--- src/rtl/pr_axi_rd_arb_pkg.sv ---
// pr_axi_rd_arb_pkg: shared AXI constants and types for the PageRank read arbiter.
//   ARSIZE_64B  : AR size code for full 512-bit beats
//   AXI_*_W     : AXI ID / address / data widths of the shell DRAM port
//   arb_state_e : AR issue FSM states
//   ar_req_t    : latched AR channel fields
package pr_axi_rd_arb_pkg;
  localparam logic [2:0] ARSIZE_64B = 3'd6;
  localparam int         AXI_ID_W   = 16;
  localparam int         AXI_ADDR_W = 64;
  localparam int         AXI_DATA_W = 512;

  typedef enum logic {ST_IDLE, ST_ISSUE} arb_state_e;

  typedef struct packed {
    logic [AXI_ID_W-1:0]   id;
    logic [AXI_ADDR_W-1:0] addr;
    logic [7:0]            len;
  } ar_req_t;
endpackage

--- src/rtl/pr_axi_rd_arb_rr_pick.sv ---
// pr_rr_pick: combinational round-robin picker.
//   elig : eligible mask
//   ptr  : highest-priority index this cycle
//   gnt  : one-hot grant
//   idx  : binary index of the grant
//   any  : at least one bit of elig is set
module pr_rr_pick #(
  parameter  int N  = 4,
  localparam int IW = $clog2(N)
) (
  input  logic [N-1:0]  elig,
  input  logic [IW-1:0] ptr,
  output logic [N-1:0]  gnt,
  output logic [IW-1:0] idx,
  output logic          any
);
  logic [IW:0]   sum;
  logic [IW-1:0] cand;

  // Walk ptr, ptr+1, ... with wrap; first eligible candidate wins.
  always_comb begin
    gnt  = '0;
    idx  = '0;
    any  = 1'b0;
    sum  = '0;
    cand = '0;
    for (int k = 0; k < N; k++) begin
      sum = {1'b0, ptr} + (IW+1)'(k);
      if (sum >= (IW+1)'(N)) sum = sum - (IW+1)'(N);
      cand = sum[IW-1:0];
      if (!any && elig[cand]) begin
        any = 1'b1;
        idx = cand;
      end
    end
    if (any) gnt = N'(1) << idx;
  end
endmodule

--- src/rtl/pr_axi_rd_arb.sv ---
// pr_axi_rd_arb: shares one AXI4 read port between NREQ readers.
//   req_*      : per-requester burst requests (req_ready is the accept pulse)
//   resp_*     : R beats steered back to the owner by rid_m
//   ar*_m      : AXI AR channel, arid_m carries the requester index
//   r*_m       : AXI R channel
//   err_bad_id : sticky, a beat arrived with an id outside 0..NREQ-1
//   err_resp   : sticky, a beat was accepted with a non-OKAY response
module pr_axi_rd_arb
  import pr_axi_rd_arb_pkg::*;
#(
  parameter int NREQ    = 4,
  parameter int MAX_OUT = 4
) (
  input  logic                             clk,
  input  logic                             rst,
  input  logic [NREQ-1:0]                  req_valid,
  input  logic [NREQ-1:0][AXI_ADDR_W-1:0]  req_addr,
  input  logic [NREQ-1:0][7:0]             req_len,
  output logic [NREQ-1:0]                  req_ready,
  output logic [NREQ-1:0]                  resp_valid,
  output logic [AXI_DATA_W-1:0]            resp_data,
  output logic                             resp_last,
  input  logic [NREQ-1:0]                  resp_ready,
  output logic [AXI_ID_W-1:0]              arid_m,
  output logic [AXI_ADDR_W-1:0]            araddr_m,
  output logic [7:0]                       arlen_m,
  output logic [2:0]                       arsize_m,
  output logic                             arvalid_m,
  input  logic                             arready_m,
  input  logic [AXI_ID_W-1:0]              rid_m,
  input  logic [AXI_DATA_W-1:0]            rdata_m,
  input  logic [1:0]                       rresp_m,
  input  logic                             rlast_m,
  input  logic                             rvalid_m,
  output logic                             rready_m,
  output logic                             err_bad_id,
  output logic                             err_resp
);
  localparam int IW = $clog2(NREQ);
  localparam int CW = $clog2(MAX_OUT + 1);

  arb_state_e                state, state_nxt;
  ar_req_t                   ar_q;
  logic [IW-1:0]             rr_ptr;
  logic [NREQ-1:0][CW-1:0]   cnt;
  logic [NREQ-1:0]           elig, gnt, inc, dec;
  logic [IW-1:0]             win;
  logic                      any, ar_hs, r_hs, id_ok;
  logic [IW-1:0]             rid_lo;

  // Requesters at their credit limit drop out of the eligible set.
  always_comb begin
    elig = '0;
    for (int i = 0; i < NREQ; i++)
      elig[i] = req_valid[i] && (cnt[i] < CW'(MAX_OUT));
  end

  pr_rr_pick #(.N(NREQ)) u_pick (
    .elig (elig),
    .ptr  (rr_ptr),
    .gnt  (gnt),
    .idx  (win),
    .any  (any)
  );

  // FSM
  always_ff @(posedge clk or negedge rst)
    if (!rst) state <= ST_IDLE;
    else      state <= state_nxt;

  always_comb begin
    state_nxt = state;
    req_ready = '0;
    case (state)
      ST_IDLE:  if (any) begin
                  req_ready = gnt;
                  state_nxt = ST_ISSUE;
                end
      ST_ISSUE: if (arready_m) state_nxt = ST_IDLE;
      default:  state_nxt = ST_IDLE;
    endcase
  end

  // AR fields latched at grant, held through ISSUE.
  always_ff @(posedge clk or negedge rst)
    if (!rst) begin
      ar_q   <= '0;
      rr_ptr <= '0;
    end else if (state == ST_IDLE && any) begin
      ar_q.id   <= AXI_ID_W'(win);
      ar_q.addr <= req_addr[win];
      ar_q.len  <= req_len[win];
      rr_ptr    <= (win == IW'(NREQ-1)) ? '0 : win + 1'b1;
    end

  assign arvalid_m = (state == ST_ISSUE);
  assign arid_m    = ar_q.id;
  assign araddr_m  = ar_q.addr;
  assign arlen_m   = ar_q.len;
  assign arsize_m  = ARSIZE_64B;
  assign ar_hs     = arvalid_m && arready_m;

  // R demux: ids outside the requester range are swallowed.
  assign id_ok     = rid_m < AXI_ID_W'(NREQ);
  assign rid_lo    = rid_m[IW-1:0];
  assign resp_data = rdata_m;
  assign resp_last = rlast_m;

  always_comb begin
    resp_valid = '0;
    rready_m   = 1'b1;
    if (id_ok) begin
      resp_valid[rid_lo] = rvalid_m;
      rready_m           = resp_ready[rid_lo];
    end
  end

  assign r_hs = rvalid_m && rready_m;

  // Outstanding-burst counters; simultaneous inc/dec cancel out.
  always_comb begin
    inc = '0;
    dec = '0;
    for (int i = 0; i < NREQ; i++) begin
      inc[i] = ar_hs && (arid_m == AXI_ID_W'(i));
      dec[i] = r_hs && rlast_m && (rid_m == AXI_ID_W'(i));
    end
  end

  always_ff @(posedge clk or negedge rst)
    if (!rst) cnt <= '0;
    else
      for (int i = 0; i < NREQ; i++) begin
        if (inc[i] && !dec[i])                     cnt[i] <= cnt[i] + 1'b1;
        else if (dec[i] && !inc[i] && cnt[i] != '0) cnt[i] <= cnt[i] - 1'b1;
      end

  always_ff @(posedge clk or negedge rst)
    if (!rst) begin
      err_bad_id <= 1'b0;
      err_resp   <= 1'b0;
    end else begin
      if (rvalid_m && !id_ok)        err_bad_id <= 1'b1;
      if (r_hs && rresp_m != 2'd0)   err_resp   <= 1'b1;
    end
endmodule
--- config.mk ---
export PLATFORM = sky130hd
export DESIGN_NAME = pr_axi_rd_arb
export DESIGN_NICKNAME = d
export VERILOG_FILES = /design/src/rtl/pr_axi_rd_arb_pkg.sv /design/src/rtl/pr_axi_rd_arb_rr_pick.sv /design/src/rtl/pr_axi_rd_arb.sv
export SDC_FILE = /design/constraint.sdc
export NUM_CORES = 1
export LEC_CHECK = 0
export CAP_MARGIN = 30
export CORE_AREA = 2 2 556 558
export DETAILED_ROUTE_END_ITERATION = 6
export DIE_AREA = 0 0 558 560
export HOLD_SLACK_MARGIN = 0.08
export PLACE_DENSITY = 0.3
export SLEW_MARGIN = 20
export SYNTH_ARGS = -nofsm -noshare
export SYNTH_HDL_FRONTEND = slang
export SYNTH_HIERARCHICAL = 1
export SYNTH_SLANG_ARGS = --single-unit
--- constraint.sdc ---
create_clock -name clk -period 3.9 [get_ports clk]
set_input_delay 0.78 -clock clk [delete_from_list [all_inputs] [get_ports clk]]
set_output_delay 0.78 -clock clk [all_outputs]
set_load 0.03 [all_outputs]
== Word level (Yosys, flattened, before mapping) ==
Index checks and enable logic that the tools add are counted.
W data, S select, Z words.

* Add/subtract/negate cells: 16
* Magnitude comparators: 16
* Equality and inequality tests: 7
* Shift-type cells: 1
* Muxes and demuxes: 44
* Bitwise logic cells: 2
* Reductions and logical operators: 57

{| class="wikitable"
|+ Operators with widths
! cell !! count
|-
| $bmux W64 S2 || 1
|-
| $mux W64 || 1
|-
| $logic_and A1 B1 Y1 || 34
|-
| $eq A16 B2 Y1 const B || 2
|-
| $logic_not A16 Y1 || 2
|-
| $mux W3 || 8
|-
| $lt A2 B3 Y1 const B || 6
|-
| $mux W2 || 9
|-
| $bmux W8 S2 || 1
|-
| $eq A16 B1 Y1 const B || 1
|-
| $lt A16 B3 Y1 const B || 1
|-
| $mux W1 || 13
|-
| $add A3 B1 Y3 const B || 4
|-
| $logic_not A1 Y1 || 12
|-
| $lt A3 B3 Y1 const B || 4
|-
| $mux W4 || 3
|-
| $reduce_bool A3 Y1 || 4
|-
| $sub A3 B1 Y3 const B || 4
|-
| $bmux W1 S2 || 5
|-
| $reduce_bool A2 Y1 || 5
|-
| $ge A3 B3 Y1 const B || 3
|-
| $mux W8 || 1
|-
| $sub A2 B1 Y2 const B || 4
|-
| $add A2 B2 Y3 const B || 2
|-
| other kinds (11) || 13
|}

* Flip-flop bits (word level): 91
* Input port bits: 831
* Word-level logic and storage cells: 154

== Depth between registers and ports, before layout ==
Gate-level depths: netlist of run 1.

* Depth in word-level cells: 17
* Depth in mapped cells: 10
* Mapped depth without buffers: 9

== Hierarchy ==
Netlist of run 1, hierarchy kept.

{| class="wikitable"
|+ By module, submodules not included
! module !! times used !! cells each !! area an instance (µm²) !! seq. area each (µm²)
|-
| pr_axi_rd_arb || 1 || 1085 || 9858.2 || 2277.2
|-
| pr_rr_pick || 1 || 32 || 182.7 || 0.0
|}

== Worst setup path after synthesis of run 1 ==
OpenSTA, ideal clock, no wires.

* Path type: in2out
* From: input port rid_m[8]
* To: output port resp_valid[1]
* Arrival: 2.330 ns
* Data required time: 3.120 ns
* Setup slack: 0.790 ns
* Stages: 5
* Buffers on the path: 1
* Cell sequence: nor4_4 and4_1 buf_4 nand2_1 nor3b_1

* Word-level cells in the longest chain between the ends: 2

{| class="wikitable"
|+ RTL lines
! element !! RTL line !! source
|-
| from (decl) || pr_axi_rd_arb.sv:30 || <nowiki>input logic [AXI_ID_W-1:0] rid_m,</nowiki>
|-
| $lt A16 B3 Y1 || pr_axi_rd_arb.sv:104 || <nowiki>assign id_ok = rid_m < AXI_ID_W'(NREQ);</nowiki>
|-
| $mux W4 || pr_axi_rd_arb.sv:112 || <nowiki>if (id_ok) begin</nowiki>
|-
| to (decl) || pr_axi_rd_arb.sv:20 || <nowiki>output logic [NREQ-1:0] resp_valid,</nowiki>
|}

Every way passes these cells.

== Worst setup path in the final report of run 1 ==
* From: input port rid_m[6]
* To: output port resp_valid[3]

The elaborated chain is that of the path after synthesis.

==> reports/metrics.cfg, run 1 <==
[logic_synthesis]
synth_cell_types=60
async_flop_share_pct=100
ys_seq_area_share_pct=22.7
ys_top_cells_by_area=buf_4, dfrtp_1, mux4_2
postSynthAreaPerCell_um2=8.99
synth_cells=1117
yosysMostFrequentCell=buf_4
netlist_area_um2=10000
synth-seq-cells=91
synth_top_cell_by_area=buf_4
ys.flop_type=dfrtp_1
synth_edf_count=0
netlist_top_cells_count=buf_4, nand2_1, dfrtp_1
netlist.area_leader.share_pct=39.8
yosys_warnings=6

[cells_and_area]
drive_gt1_share_pct=15.2
final_nets=1845
syn2layout_area_growth_pct=60.2

[clock_tree]
cts_buffers=9
cts_buffer_depth=2
post_cts_buffers=0
cts_root_buf=clkbuf_16
clk_pin_slew_worst_paths_ns=0.08
holdBufCountCts=0
cts_resized=0
clk_latency_ns=0.45
h-tree-depth=3
clock-sinks=91
cts_tree=yes

[pwr]
p_leak_nw=4.58
p_int_mw=4.39
p_switching_mw=4.36
power_frac_comb_pct=66.6
switching_share_pct=49.8
power_frac_seq_pct=20.6
post-layout-total-power_mw=8.74
power_density_nw_per_um2=543
vdd_drop_max_uv=250
p_clk_share_pct=12.7

[grt]
track_usage_pct=10.3
grt_pass1_vias=8155
grt_first_pass_wirelength_mm=184
overflow=0
grt_max_degree=76
antenna_found_initial=85

[sta]
worst_hold_slack_ns=0.321
max-slew-margin-rel_pct=40.4
post-route-period-util_pct=94.1
final_hold_viol_count=0
tns_ns=0
finalClockSkew_ns=0.0309
max_freq_mhz=273
rsz0062_at_grt=no
finalCriticalPeriod_ns=3.67
worstMarginPinSlew_ns=0.894
slew_violations=0
setup_viol=0

[floorplanning]
pin_count=1447
die_area_um2=312000
die_y_um=560
core_um2=307000
start_util_pct=3.27
rows=204
fp.dieW_um=558

[critical_path]
required_ns=3.12
crit_path_start_kind=primary input
end_kind=output pin
crit_path_max_fanout=4
cp.arrival_ns=2.89
critical_path_class=in -> out

[placement]
port_buffers=405
hpwlAfterDp_mm=155
gp_congestion=0.757

[route]
ant_nets=0
totalWireLength_mm=166
drt-initial-drc-count=403
vias=7908
drc=0
dr.pass1.iters=4
routed_via_density=1.53
routedWlPerCell_um=31.9

[status]
status=finished clean

[run]
drv_cap=0

[hold_path]
worstHoldPathType=in -> async

## through the flow
step / instance area [µm²] / utilization [%] / cells / setup slack (ns)
global placement: 15600 / 5.07 / 5114 / 0.178
detailed placement: 15700 / 5.10 / 5118 / 0.251
finish: 16100 / 5.24 / 5183 / 0.232
CTS: 16000 / 5.20 / 5134 / 0.237
global route: 16000 / 5.20 / 5136 / 0.145
floorplan: 10100 / - / 1132 / 0.790
## flip-flops by register name, summed over array words and instances (netlist names)
signal and count:
araddr_m 64, arid_m 2, arlen_m 8, arvalid_m 1
cnt 12, err_bad_id 1, err_resp 1, rr_ptr 2
## worst max-delay path: stages
cell	delay (ns)
clkdlybuf4s50_1	0.48
nor4_4	0.41
and4_1	0.29
nand2_1	0.12
nor2_1	0.13
clkdlybuf4s50_1	0.68
## worst paths after layout
check,startpoint,endpoint,slack [ns],depth (start not counted)
setup / recovery,rid_m[6],resp_valid[3],0.23,6
hold / removal,rst,arlen_m[0],0.32,1
setup reg to reg,cnt[8],araddr_m[51],1.16,8
hold reg to reg,araddr_m[45],araddr_m[45],0.48,2
max in group asynchronous,rst,arlen_m[7],2.55,2
min in group clk,araddr_m[45],araddr_m[45],0.48,2
## power by group through the flow
stage,Sequential [mW],Clock (mW),Combinational (mW)
after floorplan,2.47,0,3.34
after global placement,1.83,0,6.00
after detailed placement,1.84,0,6.15
after CTS,1.83,1.24,6.15
after global routing,1.88,1.24,6.35
final,1.80,1.11,5.83
## cell usage in the layout, fill, tap and decap left out, types with 11 or more instances in the layout
cell	netlist	layout
dfrtp_1	91	91
buf_4	532	19
diode_2	0	49
buf_12	0	15
mux4_2	73	73
clkdlybuf4s50_1	0	395
o21ai_0	11	11
nand2_1	240	239
nor2_1	23	23
conb_1	2	17
## cells by family after synthesis
kind of cell | after synthesis | share of synthesized area [%]
AOI/OAI and AO/OA | 49 | 3.46
xor gates and xnor gates | 1 | 0.0872
adders and majority gates | 5 | 0.922
buffers and inverters | 577 | 41.6
DFF | 91 | 22.7
muxes | 81 | 17.2
other | 2 | 0.0748
and+or+nand+nor | 311 | 14.0
## routing by layer
layer | track usage [%] | wire length [µm]
met1 | 4.28 | 24400
met2 | 16.1 | 72600
met3 | 17.1 | 59000
met4 | 4.54 | 8730
met5 | 1.27 | 927
## layout make-up
class	instances	area [µm²]
Antenna cell	49	123
Clock buffer	9	225
Clock inverter	7	76.3
Fill cell	36200	291000
Inverter	9	33.8
Multi-Input combinational cell	464	3680
Sequential cell	91	2280
Tap cell	4120	5150
Timing Repair Buffer	434	4520
(Power assumes the default switching activity.)
==> run 2, diff against run 1 <==
--- a/config.mk
+++ b/config.mk
@@ -5,10 +5,10 @@
 export SDC_FILE = /design/constraint.sdc
 export NUM_CORES = 1
 export LEC_CHECK = 0
-export CAP_MARGIN = 30
 export CORE_AREA = 2 2 556 558
 export DETAILED_ROUTE_END_ITERATION = 6
 export DIE_AREA = 0 0 558 560
+export GPL_ROUTABILITY_DRIVEN = 1
 export HOLD_SLACK_MARGIN = 0.08
 export PLACE_DENSITY = 0.3
 export SLEW_MARGIN = 20
==> reports/metrics.cfg, run 2 (same netlist as run 1, synthesis figures left out) <==
[sta]
finalCriticalPeriod_ns=3.64
max_freq_mhz=275
slew_violations=0
max-slew-margin-rel_pct=32.1
post-route-period-util_pct=93.4
finalClockSkew_ns=0.0354
setup_slack_ns=0.259
final_hold_viol_count=0
setup_viol=0
rsz0062_at_grt=no
worstMarginPinSlew_ns=1.02
tns_ns=0

[clock_tree]
cts_tree=yes
clock-sinks=91
cts_buffer_depth=2
h-tree-depth=3
cts_buffers=9
post_cts_buffers=0
clk_latency_ns=0.45
cts_resized=0
clk_pin_slew_worst_paths_ns=0.08
cts_root_buf=clkbuf_16
holdBufCountCts=0

[cells_and_area]
drive_gt1_share_pct=14.9
syn2layout_area_growth_pct=58.4
final_cell_mix=clkdlybuf4s50_1, nand2_1, dfrtp_1
nFillCells=36200
largest_register_ffs=64
final_nets=1841
final_common_cell=clkdlybuf4s50_1

[critical_path]
crit_path_start_kind=primary input
path_cells=clkdlybuf4s50_1 > nor4_4 > and4_1 > nand2_1 > nor2_1 > clkdlybuf4s50_1
critical_path_class=in -> out
crit_top_cell=clkdlybuf4s50_1
cp.arrival_ns=2.86
required_ns=3.12
crit_family=buffers and inverters
slowest_stage=clkdlybuf4s50_1
reg2reg_slack_ns=1.15
timing.critical_path.buf_inv=2
end_kind=output pin
crit_path_max_fanout=4
slowest_delay_ns=0.68

[grt]
met2_usage_pct=16.0
top_usage_layer=met3
grt_pass1_vias=8007
grt_first_pass_wirelength_mm=184
grt_util_met3_pct=17.1
antenna_found_initial=85
overflow=0
grt_max_degree=76
use_met1_pct=4.31
track_usage_pct=10.3

[route]
ant_nets=0
routedWlPerCell_um=32.2
routed_via_density=1.53
drc=0
totalWireLength_mm=166
vias=7904
dr.pass1.iters=4
drt-initial-drc-count=371

[placement]
pre_cts_ws_ns=0.259
gp_congestion=0.757
hpwlAfterDp_mm=155
port_buffers=405

[status]
status=finished clean

[floorplanning]
die_area_um2=312000
die_y_um=560
pin_count=1447
rows=204
core_um2=307000
fp.dieW_um=558
start_util_pct=3.27

[run]
drv_cap=0

[pwr]
vdd_drop_max_uv=245
power_density_nw_per_um2=544
p_leak_nw=4.53

[hold_path]
worstHoldPathType=in -> async

run 2: worst register-to-register path, cell delays in order, from the launching register on:
cell and delay [ns]:
dfrtp_1 0.60, nor2b_1 0.22, nand2b_1 0.14, o21ai_1 0.12, a211oi_4 0.33, buf_12 0.21
buf_12 0.21, mux4_2 0.66, nand2_1 0.08, nand2_1 0.05
run 2: per-layer routing:
layer,up-vias,share of wire [%]
met1,3362,15
li1,2928,-
met5,-,0.42
met2,1115,44
met3,433,36
met4,66,5.3
run 2: area by class of cell:
cell class	count	area, µm²	share of cell area, %
Tap cell	4120	5150	32.4
Antenna cell	21	52.6	0.330
Multi-Input combinational cell	464	3680	23.1
Timing Repair Buffer	430	4410	27.7
Clock inverter	7	76.3	0.480
Clock buffer	9	225	1.42
Inverter	9	33.8	0.212
Sequential cell	91	2280	14.3
run 2: worst paths after layout:
path,startpoint,to,depth (start not counted)
setup reg to reg,cnt[8],araddr_m[51],9
hold reg to reg,err_bad_id,err_bad_id,1
min in group clk,err_bad_id,err_bad_id,1
hold / removal,rst,arlen_m[1],1
max in group asynchronous,rst,arlen_m[7],2
setup / recovery,rid_m[8],resp_valid[3],6
run 2: power breakdown:
part	switching, mW	leakage, nW	total, mW	internal, mW
Clock	0.652	0.149	1.11	0.461
Sequential	0.391	1.10	1.80	1.41
Combinational	3.33	3.28	5.74	2.41
run 2: stage by stage:
stage	instance area, µm²	cells	util, %	power (mW)	hold slack [ns]
2_1_floorplan	10100	1132	-	5.81	0.470
3_3_place_gp	15600	5114	5.07	7.83	0.455
3_5_place_dp	15600	5114	5.07	7.87	0.450
4_1_cts	15900	5130	5.16	9.12	0.312
5_1_grt	15900	5135	5.17	9.36	0.321
6_report	15900	5151	5.18	8.65	0.333
